<file path="config.mk">
export PLATFORM = sky130hd
export DESIGN_NAME = pipeline_control
export DESIGN_NICKNAME = d
export VERILOG_FILES = /design/src/rtl/pipeline_control_pkg.sv /design/src/rtl/dmem_wait_timer.sv /design/src/rtl/pipeline_control.sv
export SDC_FILE = /design/constraint.sdc
export NUM_CORES = 1
export LEC_CHECK = 0
export BUFFER_PORTS_ARGS = -buffer_cell sky130_fd_sc_hd__buf_4
export CORE_ASPECT_RATIO = 0.7
export CORE_MARGIN = 2
export CORE_UTILIZATION = 33
export DETAILED_ROUTE_END_ITERATION = 12
export PLACE_DENSITY_LB_ADDON = 0.05
export SETUP_SLACK_MARGIN = 0.02
export SLEW_MARGIN = 20
export SYNTH_ARGS = -nofsm -noshare
export SYNTH_HDL_FRONTEND = slang
export SYNTH_HIERARCHICAL = 1
export SYNTH_SLANG_ARGS = --single-unit
export TNS_END_PERCENT = 10
</file>
<file path="constraint.sdc">
create_clock -name clk -period 1.5 [get_ports clk]
set_input_delay 0.075 -clock clk [delete_from_list [all_inputs] [get_ports clk]]
set_output_delay 0.075 -clock clk [all_outputs]
set_load 0.05 [all_outputs]
</file>
<file path="src/rtl/pipeline_control_pkg.sv">
// rtl/pipeline_control_pkg.sv - shared state encodings and control-word types for pipeline_control
package pipeline_control_pkg;

  // Controller states; encodings are fixed so other blocks can decode them.
  typedef enum logic [1:0] {
    RUN      = 2'b00,
    MEM_WAIT = 2'b01,
    HALT     = 2'b10
  } pc_state_t;

  // One control word covering every stage enable and NOP injection.
  typedef struct packed {
    logic pc_en;
    logic ifid_en;
    logic idex_en;
    logic exmem_en;
    logic ifid_flush;
    logic idex_bubble;
    logic memwb_bubble;
  } ctrl_t;

  // Free-running pipeline: everything advances, nothing squashed.
  localparam ctrl_t CTRL_RUN  = '{pc_en: 1'b1, ifid_en: 1'b1, idex_en: 1'b1, exmem_en: 1'b1,
                                  ifid_flush: 1'b0, idex_bubble: 1'b0, memwb_bubble: 1'b0};
  // Safe state used in reset and halt: nothing moves, NOPs everywhere.
  localparam ctrl_t CTRL_SAFE = '{pc_en: 1'b0, ifid_en: 1'b0, idex_en: 1'b0, exmem_en: 1'b0,
                                  ifid_flush: 1'b1, idex_bubble: 1'b1, memwb_bubble: 1'b1};

endpackage

</file>
<file path="src/rtl/dmem_wait_timer.sv">
// rtl/dmem_wait_timer.sv - data-memory wait counter with timeout compare
module dmem_wait_timer #(
  parameter int TIMEOUT = 16
) (
  input  logic clk,
  input  logic rst,
  input  logic clear,
  input  logic count,
  output logic expired
);

  // Counter only needs to reach TIMEOUT-1; a zero timeout keeps a 1-bit counter.
  localparam int CW     = (TIMEOUT > 1) ? $clog2(TIMEOUT) : 1;
  localparam int LAST_I = (TIMEOUT > 0) ? (TIMEOUT - 1) : 0;
  localparam logic [CW-1:0] LAST = LAST_I[CW-1:0];

  logic [CW-1:0] cnt;

  // Clear on wait entry, count each frozen wait cycle.
  always_ff @(posedge clk) begin
    if (rst || clear) begin
      cnt <= '0;
    end else if (count) begin
      cnt <= cnt + CW'(1);
    end
  end

  // A zero timeout never expires, so the controller can wait forever.
  assign expired = (TIMEOUT != 0) && (cnt == LAST);

endmodule

</file>
<file path="src/rtl/pipeline_control.sv">
// rtl/pipeline_control.sv - pipeline stall/flush/freeze controller; optional perf counters via PIPE_PERF_CNT_EN
import pipeline_control_pkg::*;

module pipeline_control #(
  parameter int DMEM_TIMEOUT = 16,
  parameter int CNT_WIDTH    = 32
) (
  input  logic                 clk,
  input  logic                 rst,
  input  logic                 stall_req,
  input  logic                 branch_taken_ex,
  input  logic                 imem_ready,
  input  logic                 dmem_req_mem,
  input  logic                 dmem_ready,
  output logic                 pc_en,
  output logic                 ifid_en,
  output logic                 idex_en,
  output logic                 exmem_en,
  output logic                 ifid_flush,
  output logic                 idex_bubble,
  output logic                 memwb_bubble,
  output logic                 halted,
  output logic [CNT_WIDTH-1:0] stall_cycles,
  output logic [CNT_WIDTH-1:0] flush_cycles
);

  pc_state_t state;
  ctrl_t     ctrl;
  logic      mem_freeze;
  logic      branch_flush;
  logic      timer_clear;
  logic      timer_count;
  logic      timer_expired;

  // An outstanding data access that is not completing freezes the whole pipe.
  assign mem_freeze  = ((state == RUN) || (state == MEM_WAIT)) && dmem_req_mem && !dmem_ready;
  assign timer_clear = (state == RUN) && mem_freeze;
  assign timer_count = (state == MEM_WAIT) && mem_freeze;

  dmem_wait_timer #(
    .TIMEOUT (DMEM_TIMEOUT)
  ) u_timer (
    .clk     (clk),
    .rst     (rst),
    .clear   (timer_clear),
    .count   (timer_count),
    .expired (timer_expired)
  );

  // Prioritised control decode: reset/halt, freeze, branch, load-use, fetch miss.
  always_comb begin
    ctrl         = CTRL_RUN;
    branch_flush = 1'b0;
    if (rst || (state == HALT) || (state != RUN && state != MEM_WAIT)) begin
      ctrl = CTRL_SAFE;
    end else if (mem_freeze) begin
      ctrl.pc_en        = 1'b0;
      ctrl.ifid_en      = 1'b0;
      ctrl.idex_en      = 1'b0;
      ctrl.exmem_en     = 1'b0;
      ctrl.memwb_bubble = 1'b1;
    end else if (branch_taken_ex) begin
      ctrl.ifid_flush  = 1'b1;
      ctrl.idex_bubble = 1'b1;
      branch_flush     = 1'b1;
    end else if (stall_req) begin
      ctrl.pc_en       = 1'b0;
      ctrl.ifid_en     = 1'b0;
      ctrl.idex_bubble = 1'b1;
    end else if (!imem_ready) begin
      ctrl.pc_en      = 1'b0;
      ctrl.ifid_flush = 1'b1;
    end
  end

  // State machine: wait on the data memory, halt on timeout, leave HALT only via reset.
  always_ff @(posedge clk) begin
    if (rst) begin
      state <= RUN;
    end else begin
      case (state)
        RUN: begin
          if (mem_freeze) state <= MEM_WAIT;
        end
        MEM_WAIT: begin
          if (!mem_freeze)        state <= RUN;
          else if (timer_expired) state <= HALT;
        end
        HALT:    state <= HALT;
        default: state <= RUN;
      endcase
    end
  end

  assign pc_en        = ctrl.pc_en;
  assign ifid_en      = ctrl.ifid_en;
  assign idex_en      = ctrl.idex_en;
  assign exmem_en     = ctrl.exmem_en;
  assign ifid_flush   = ctrl.ifid_flush;
  assign idex_bubble  = ctrl.idex_bubble;
  assign memwb_bubble = ctrl.memwb_bubble;
  assign halted       = !rst && (state == HALT);

`ifdef PIPE_PERF_CNT_EN
  logic [CNT_WIDTH-1:0] stall_q;
  logic [CNT_WIDTH-1:0] flush_q;

  // Count held-PC cycles outside HALT and branch-caused fetch flushes; both wrap.
  always_ff @(posedge clk) begin
    if (rst) begin
      stall_q <= '0;
      flush_q <= '0;
    end else begin
      if ((state != HALT) && !ctrl.pc_en) stall_q <= stall_q + CNT_WIDTH'(1);
      if (branch_flush)                   flush_q <= flush_q + CNT_WIDTH'(1);
    end
  end

  assign stall_cycles = stall_q;
  assign flush_cycles = flush_q;
`else
  logic unused_perf;
  assign unused_perf  = branch_flush;
  assign stall_cycles = '0;
  assign flush_cycles = '0;
`endif

endmodule

</file>
==> results.tsv, run 1 <==
stage	metric	value	unit
drt	ant_nets	0	
drt	drt-total-wl	1150	um
drt	drc	0	
hold_path	hp-class	in -> reg	
setup_path	cpPeakStageDelay	0.39	ns
finish	area_delta_synth_final	-4.98	%
synth	synth_seq_cells	6	
pwr	p_total	0.000875	W
timing	period_share	0.897	
timing	finalCriticalPeriod	1.34	ns
synth	yosysWarningCount	6	
setup_path	r2r_cells	3	
drt	avgViaCountPerCell	3.33	
setup_path	worstSetupPathType	reg -> out	
setup_path	worstPathCellList	or3b_1 -> inv_1 -> buf_4	
drt	drtIter0Drc	12	
setup_path	worstPathBufferInverterCount	2	
job	drv_cap	0	
setup_path	path_depth	3	
synth	postSynthCellCount	106	
place	pre_cts_slack	0.232	ns
synth	ys_seq_area_frac	0.141	
drt	vias	520	
place	io_buffers	14	
die	start_util	0.348	
timing	fmax	744	MHz
timing	final_hold_viol_count	0	
die	dieArea	3020	um2
synth	yosys.cell_types.count	27	
cts	cts_sinks	6	
cts	cts_made_buffers	3	
synth	avgSynthCellArea	8.06	um2
setup_path	crit_path_start_kind	register	
pwr	power_leakage	0.463	nW
timing	hold_ws	0.111	ns
pwr	ir_drop	313	uV
timing	drv_slew	0	
setup_path	worst-endpoint-required	1.42	ns
cts	clk_path_buf_depth	2	
global_routing	grt_pass1_vias	339	
timing	setup_ws	0.155	ns
cts	clock_latency	0.23	ns
global_routing	grt_start_max_net_pins	10	
setup_path	path_max_fanout	8	
finish	final_common_cell	conb_1	
cts	cts_tree	yes	
finish	fillers	270	
setup_path	endpoint_kind	output pin	
place	dpl_cell_area	769	um2
die	ios	79	
timing	fin_worst_skew	0.00551	ns
finish	nets	132	
finish	drive_gt1_frac	0.205	
timing	finalSetupViolCount	0	
outcome	status	completed	
cts	cts.htree.levels	1	
die	die_w	64.8	um
drt	drt_pass1_iterations	4	
cts	cts.root.buffer_cell	clkbuf_8	
setup_path	cp.arrival	1.27	ns
finish	final_cell_mix	conb_1 (64), buf_4 (15), dfxtp_1 (5)	
synth	syn_area	855	um2
die	chipHeight	46.6	um
finish	antenna_cells	0	
setup_path	worst_path_max_delay_cell	dfxtp_2	
hold_path	holdPathStages	2	
global_routing	antenna_found_initial	0	
global_routing	gr-total-overflow	0	
cts	postCtsSetupBuffers	0	
place	dp_hpwl	997	um
cts	clk_pin_slew	0.04	ns
drt	wl_per_cell	7.37	um
global_routing	grt_pass1_wl	1510	um
place	place_congestion	0.697	
pwr	power.density	1080	nW/um2
die	rows	15	
global_routing	grt_use_total	0.0726	
setup_path	crit_family	flip-flops	
finish	final_cell_area	812	um2
timing	rsz0062_at_grt	no	
die	coreArea	2460	um2
-- state kept, by name, indices dropped and copies added, names as in the netlist --
signal and count:
state 2, u_timer/cnt 4
-- metrics by stage --
| step | setup TNS [ns] | cells | util |
|---|---|---|---|
| global placement | 0 | 153 | 0.313 |
| floorplan | -0.572 | 169 | - |
| CTS | 0 | 156 | 0.330 |
| global route | 0 | 156 | 0.330 |
| detailed placement | 0 | 153 | 0.313 |
| finish | 0 | 156 | 0.330 |
-- per-layer routing --
metal / part of all wire / vias up / wire [um] / global-route usage
met3: 0.14 / 3 / 164 / 0.0465
li1: - / 248 / - / -
met2: 0.41 / 44 / 473 / 0.0990
met4: 0.0070 / 0 / 8 / 0.0383
met5: 0 / - / 0 / 0
met1: 0.44 / 225 / 502 / 0.0872
-- what timing repair did --
action                                  in CTS  in global routing
endpoints found under the setup margin       0                  1
gates resized for setup                      0                  1
hold endpoints to repair                     0                  0
hold buffers                                 0                  0
-- power breakdown --
part,leakage (nW),total [W],internal [W],switching [W]
Sequential,0.0490,0.000163,0.000162,0.00000136
Clock,0.0216,0.000246,0.000173,0.0000732
Combinational,0.392,0.000466,0.0000412,0.000424
-- Yosys cell counts --
master	number	area share
a21oi_1	1	0.0059
nand2_1	2	0.0088
and3_1	2	0.015
mux2_4	1	0.018
nor2b_1	1	0.0073
nand4_2	1	0.015
nor2_1	4	0.018
inv_1	2	0.0088
a2111oi_1	1	0.012
nand2b_4	1	0.016
o41ai_1	1	0.010
or2_1	1	0.0073
a21bo_1	1	0.012
buf_4	65	0.57
nor3b_1	2	0.018
xnor2_1	1	0.010
mux2i_1	1	0.012
or3b_1	1	0.010
nand2b_1	1	0.0073
conb_1	1	0.0044
nand3b_1	1	0.0088
o21ai_0	2	0.012
nor3_1	3	0.018
a2111oi_0	1	0.010
ha_1	1	0.015
dfxtp_1	6	0.14
o21ba_2	1	0.012
-- final cells by class --
class                   instances  area (um2)  area share
inverters                       2        7.51     0.00924
flip-flops and latches          6         121       0.149
clock buffers                   3        41.3      0.0508
multi-input cells              96         487       0.599
repair buffers                 15         113       0.139
well taps                      34        42.5      0.0524
-- worst reg2reg max path, stage by stage (launching register included) --
cell and delay, ns:
dfxtp_2 0.35, nor3b_1 0.31, nand4_2 0.14, mux2_4 0.31
-- cell families after synthesis --
group | count (synthesis) | synth area share
flops | 6 | 0.141
fa+ha+maj | 1 | 0.0146
other cells | 1 | 0.00439
compound gates | 8 | 0.0732
mux | 2 | 0.0293
simple gates | 20 | 0.148
buf+inv | 67 | 0.580
xor+xnor | 1 | 0.0103
-- final timing paths --
| path | startpoint | end | slack [ns] |
|---|---|---|---|
| worst min register to register | state[0]$_SDFFE_PP0P_ | state[1]$_SDFFE_PP0P_ | 0.48 |
| worst max-delay path | state[1]$_SDFFE_PP0P_ | halted | 0.16 |
| worst min-delay path | rst | state[1]$_SDFFE_PP0P_ | 0.11 |
| worst max register to register | state[1]$_SDFFE_PP0P_ | u_timer/cnt[3]$_SDFFE_PP0P_ | 0.28 |
Note: power is estimated with default switching activity, not from simulation.
==> run 2, diff against run 1 <==
- ABC_AREA: default -> 1
- CORE_UTILIZATION: 33 -> 34
==> results.tsv, run 2 <==
stage	metric	value	unit	change
die	chipHeight	46.6	um	about the same
finish	final_cell_mix	conb_1 (64), buf_4 (14), nor2_1 (11)		
cts	cts_sinks	6		unchanged
finish	register_area	120	um2	-1.0%
synth	syn_area	881	um2	+3.1%
cts	cts_tree	yes		
setup_path	cp.arrival	1.19	ns	-0.08 ns
pwr	ir_drop	471	uV	+51%
finish	reg_top3	u_timer/cnt (4), state (2)		
synth	synthTopCellsByArea	buf_4 (55%), dfxtp_1 (14%), nor2_1 (4.7%)		
pwr	combPwrFrac	0.540		+0.008
job	drv_cap	0		unchanged
pwr	power.density	1070	nW/um2	-0.42%
setup_path	r2r_start	state[0]$_SDFFE_PP0P_		
synth	avgSynthCellArea	7.10	um2	-12%
die	rows	15		unchanged
die	dieArea	3020	um2	about the same
synth	synth_seq_cells	6		unchanged
timing	final_hold_viol_count	0		unchanged
die	die_w	64.8	um	about the same
timing	finalSetupViolCount	0		unchanged
finish	fillers	262		-3.0%
global_routing	grt_pass1_vias	333		-1.8%
cts	cts.root.buffer_cell	clkbuf_8		
global_routing	antenna_found_initial	0		unchanged
pwr	clkPwrFrac	0.272		-0.009
cts	postCtsSetupBuffers	0		unchanged
finish	largest_reg_flops	4		unchanged
cts	clock_latency	0.22	ns	about the same
drt	drt-total-wl	1070	um	-6.9%
drt	drtIter0Drc	4		-8
finish	final_common_cell	conb_1		
global_routing	grt_pass1_wl	1320	um	-13%
hold_path	hp-start	rst		
timing	rsz0062_at_grt	no		
timing	finalCriticalPeriod	1.27	ns	-0.0755 ns
setup_path	worstSetupPathType	reg -> out		
setup_path	worst-endpoint-required	1.42	ns	about the same
setup_path	worstPathBufferInverterCount	2		unchanged
die	start_util	0.358		+0.0107
timing	fmax	788	MHz	+5.9%
setup_path	crit_family	flip-flops		
pwr	pwr-share-seq	0.188		about the same
pwr	power.share.switching	0.573		+0.00280
finish	nets	149		+13%
finish	multi_input_area	464	um2	-4.6%
synth	synth_commonest_cells	buf_4 (65), nor2_1 (11), inv_1 (9)		
hold_path	hp-class	in -> reg		
global_routing	grt_use_total	0.0597		-0.0129
drt	wl_per_cell	6.18	um	-16%
setup_path	endpoint_kind	output pin		
pwr	p_switching	0.000506	W	+1.5%
finish	drive_gt1_frac	0.216		+0.0109
cts	cts.htree.levels	1		unchanged
outcome	status	completed		
drt	avgViaCountPerCell	3.31		-0.81%
pwr	power_leakage	0.475	nW	+2.7%
drt	ant_nets	0		unchanged
setup_path	worst_path_max_delay_cell	dfxtp_1		
cts	cts_resized	0		unchanged
cts	cts_made_buffers	3		unchanged
finish	antenna_cells	0		unchanged
timing	period_share	0.846		-0.0503
cts	clk_path_buf_depth	2		unchanged
synth	synthArstFlopShare	0		unchanged
timing	setup_tns	0	ns	unchanged
cts	clk_pin_slew	0.04	ns	about the same
synth	synth_top_area_frac	0.554		-0.0170
setup_path	crit_start	state[1]$_SDFFE_PP0P_		
global_routing	gr-total-overflow	0		unchanged
setup_path	crit_path_start_kind	register		
synth	yosysWarningCount	6		unchanged
finish	fin_cells	173		+11%
setup_path	worstPathCellList	clkinv_2 -> nand2_2 -> nor2_4 -> nand2_2 -> a21oi_2 -> buf_4		
synth	yosys.cell_types.count	23		-15%
place	io_buffers	14		unchanged
timing	drv_slew	0		unchanged
place	place_congestion	0.651		-6.6%
synth	synth_top_area_cell	buf_4		
finish	regMostFlops	u_timer/cnt		
drt	vias	572		+10%
finish	area_delta_synth_final	-6.53	%	
synth	synth_edf_count	0		unchanged
setup_path	worst_path_most_repeated_cell	nand2_2		
global_routing	grt_start_max_net_pins	8		-2
drt	drt_pass1_iterations	4		unchanged
synth	ys_seq_area_frac	0.136		-0.00419
die	coreArea	2460	um2	unchanged
cts	holdBufCountCts	0		unchanged
setup_path	cpPeakStageDelay	0.30	ns	-0.09 ns
timing	fin_worst_skew	0.000722	ns	-0.00479 ns
die	ios	79		unchanged
place	dp_hpwl	953	um	-4.4%
synth	postSynthCellCount	124		+17%
pwr	power.internal	0.000377	W	+0.31%
synth	yosys_most_used_dff	dfxtp_1		
synth	yosysMostFrequentCell	buf_4		
timing	hold_ws	0.0524	ns	-0.0585 ns
place	placed_cells	170		+11%
drt	drc	0		unchanged
setup_path	path_max_fanout	5		-3
run 2: cell types whose count changed in the layout (fill, tap and decap cells not counted), moves of 3 or more:
cell,previous run,this run
inv_1,2,9
nand2_1,2,8
nand2_2,0,3
nor2_1,4,11
nor2_4,0,3
nor3_1,3,0
run 2: power by group through the flow:
stage	combinational [W]	sequential [W]	clock, W
6_report	0.000477	0.000166	0.000240
5_1_grt	0.000496	0.000166	0.000258
4_1_cts	0.000475	0.000166	0.000251
3_5_place_dp	0.000474	0.000168	0
3_3_place_gp	0.000475	0.000168	0
2_1_floorplan	0.000567	0.000168	0
run 2: kinds of logic (layout without fill, tap and decap cells):
kind of cell               count (synthesis)  after routing  synth area share
and+or+nand+nor                           31             31             0.185
AOI/OAI and AO/OA                          7              7            0.0497
buffers and inverters                     78             30             0.611
DFF                                        6              6             0.136
other                                      1             64           0.00426
adders and majority gates                  1              1            0.0142
run 2: metal layers:
metal	routed length (um)	share of wire	vias to the layer above	GRT usage
li1	-	-	278	-
met1	388	0.36	247	0.0593
met2	533	0.50	47	0.103
met3	148	0.14	0	0.0293
met4	0	0	0	0.0383
met5	0	0	-	0
run 2: worst paths after layout:
check	to	slack, ns	cells past startpoint
worst max-delay path	pc_en	0.23	6
worst min-delay path	state[0]$_SDFFE_PP0P_	0.05	2
worst min register to register	u_timer/cnt[3]$_SDFFE_PP0P_	0.50	2
worst max register to register	u_timer/cnt[3]$_SDFFE_PP0P_	0.35	7
run 2: metrics by stage:
step | area (um2) | utilization | total power [W] | worst slack, ns
floorplan | 1120 | - | 0.000734 | 0.102
global placement | 782 | 0.318 | 0.000644 | 0.348
detailed placement | 782 | 0.318 | 0.000643 | 0.347
CTS | 823 | 0.335 | 0.000891 | 0.218
global route | 823 | 0.335 | 0.000920 | 0.163
finish | 823 | 0.335 | 0.000883 | 0.231
run 2: cell type report:
class                           count  area share
Multi-Input combinational cell    103       0.564
Inverter                           13      0.0608
Timing Repair Buffer               14       0.128
Tap cell                           34      0.0517
Sequential cell                     6       0.146
Clock buffer                        3      0.0502
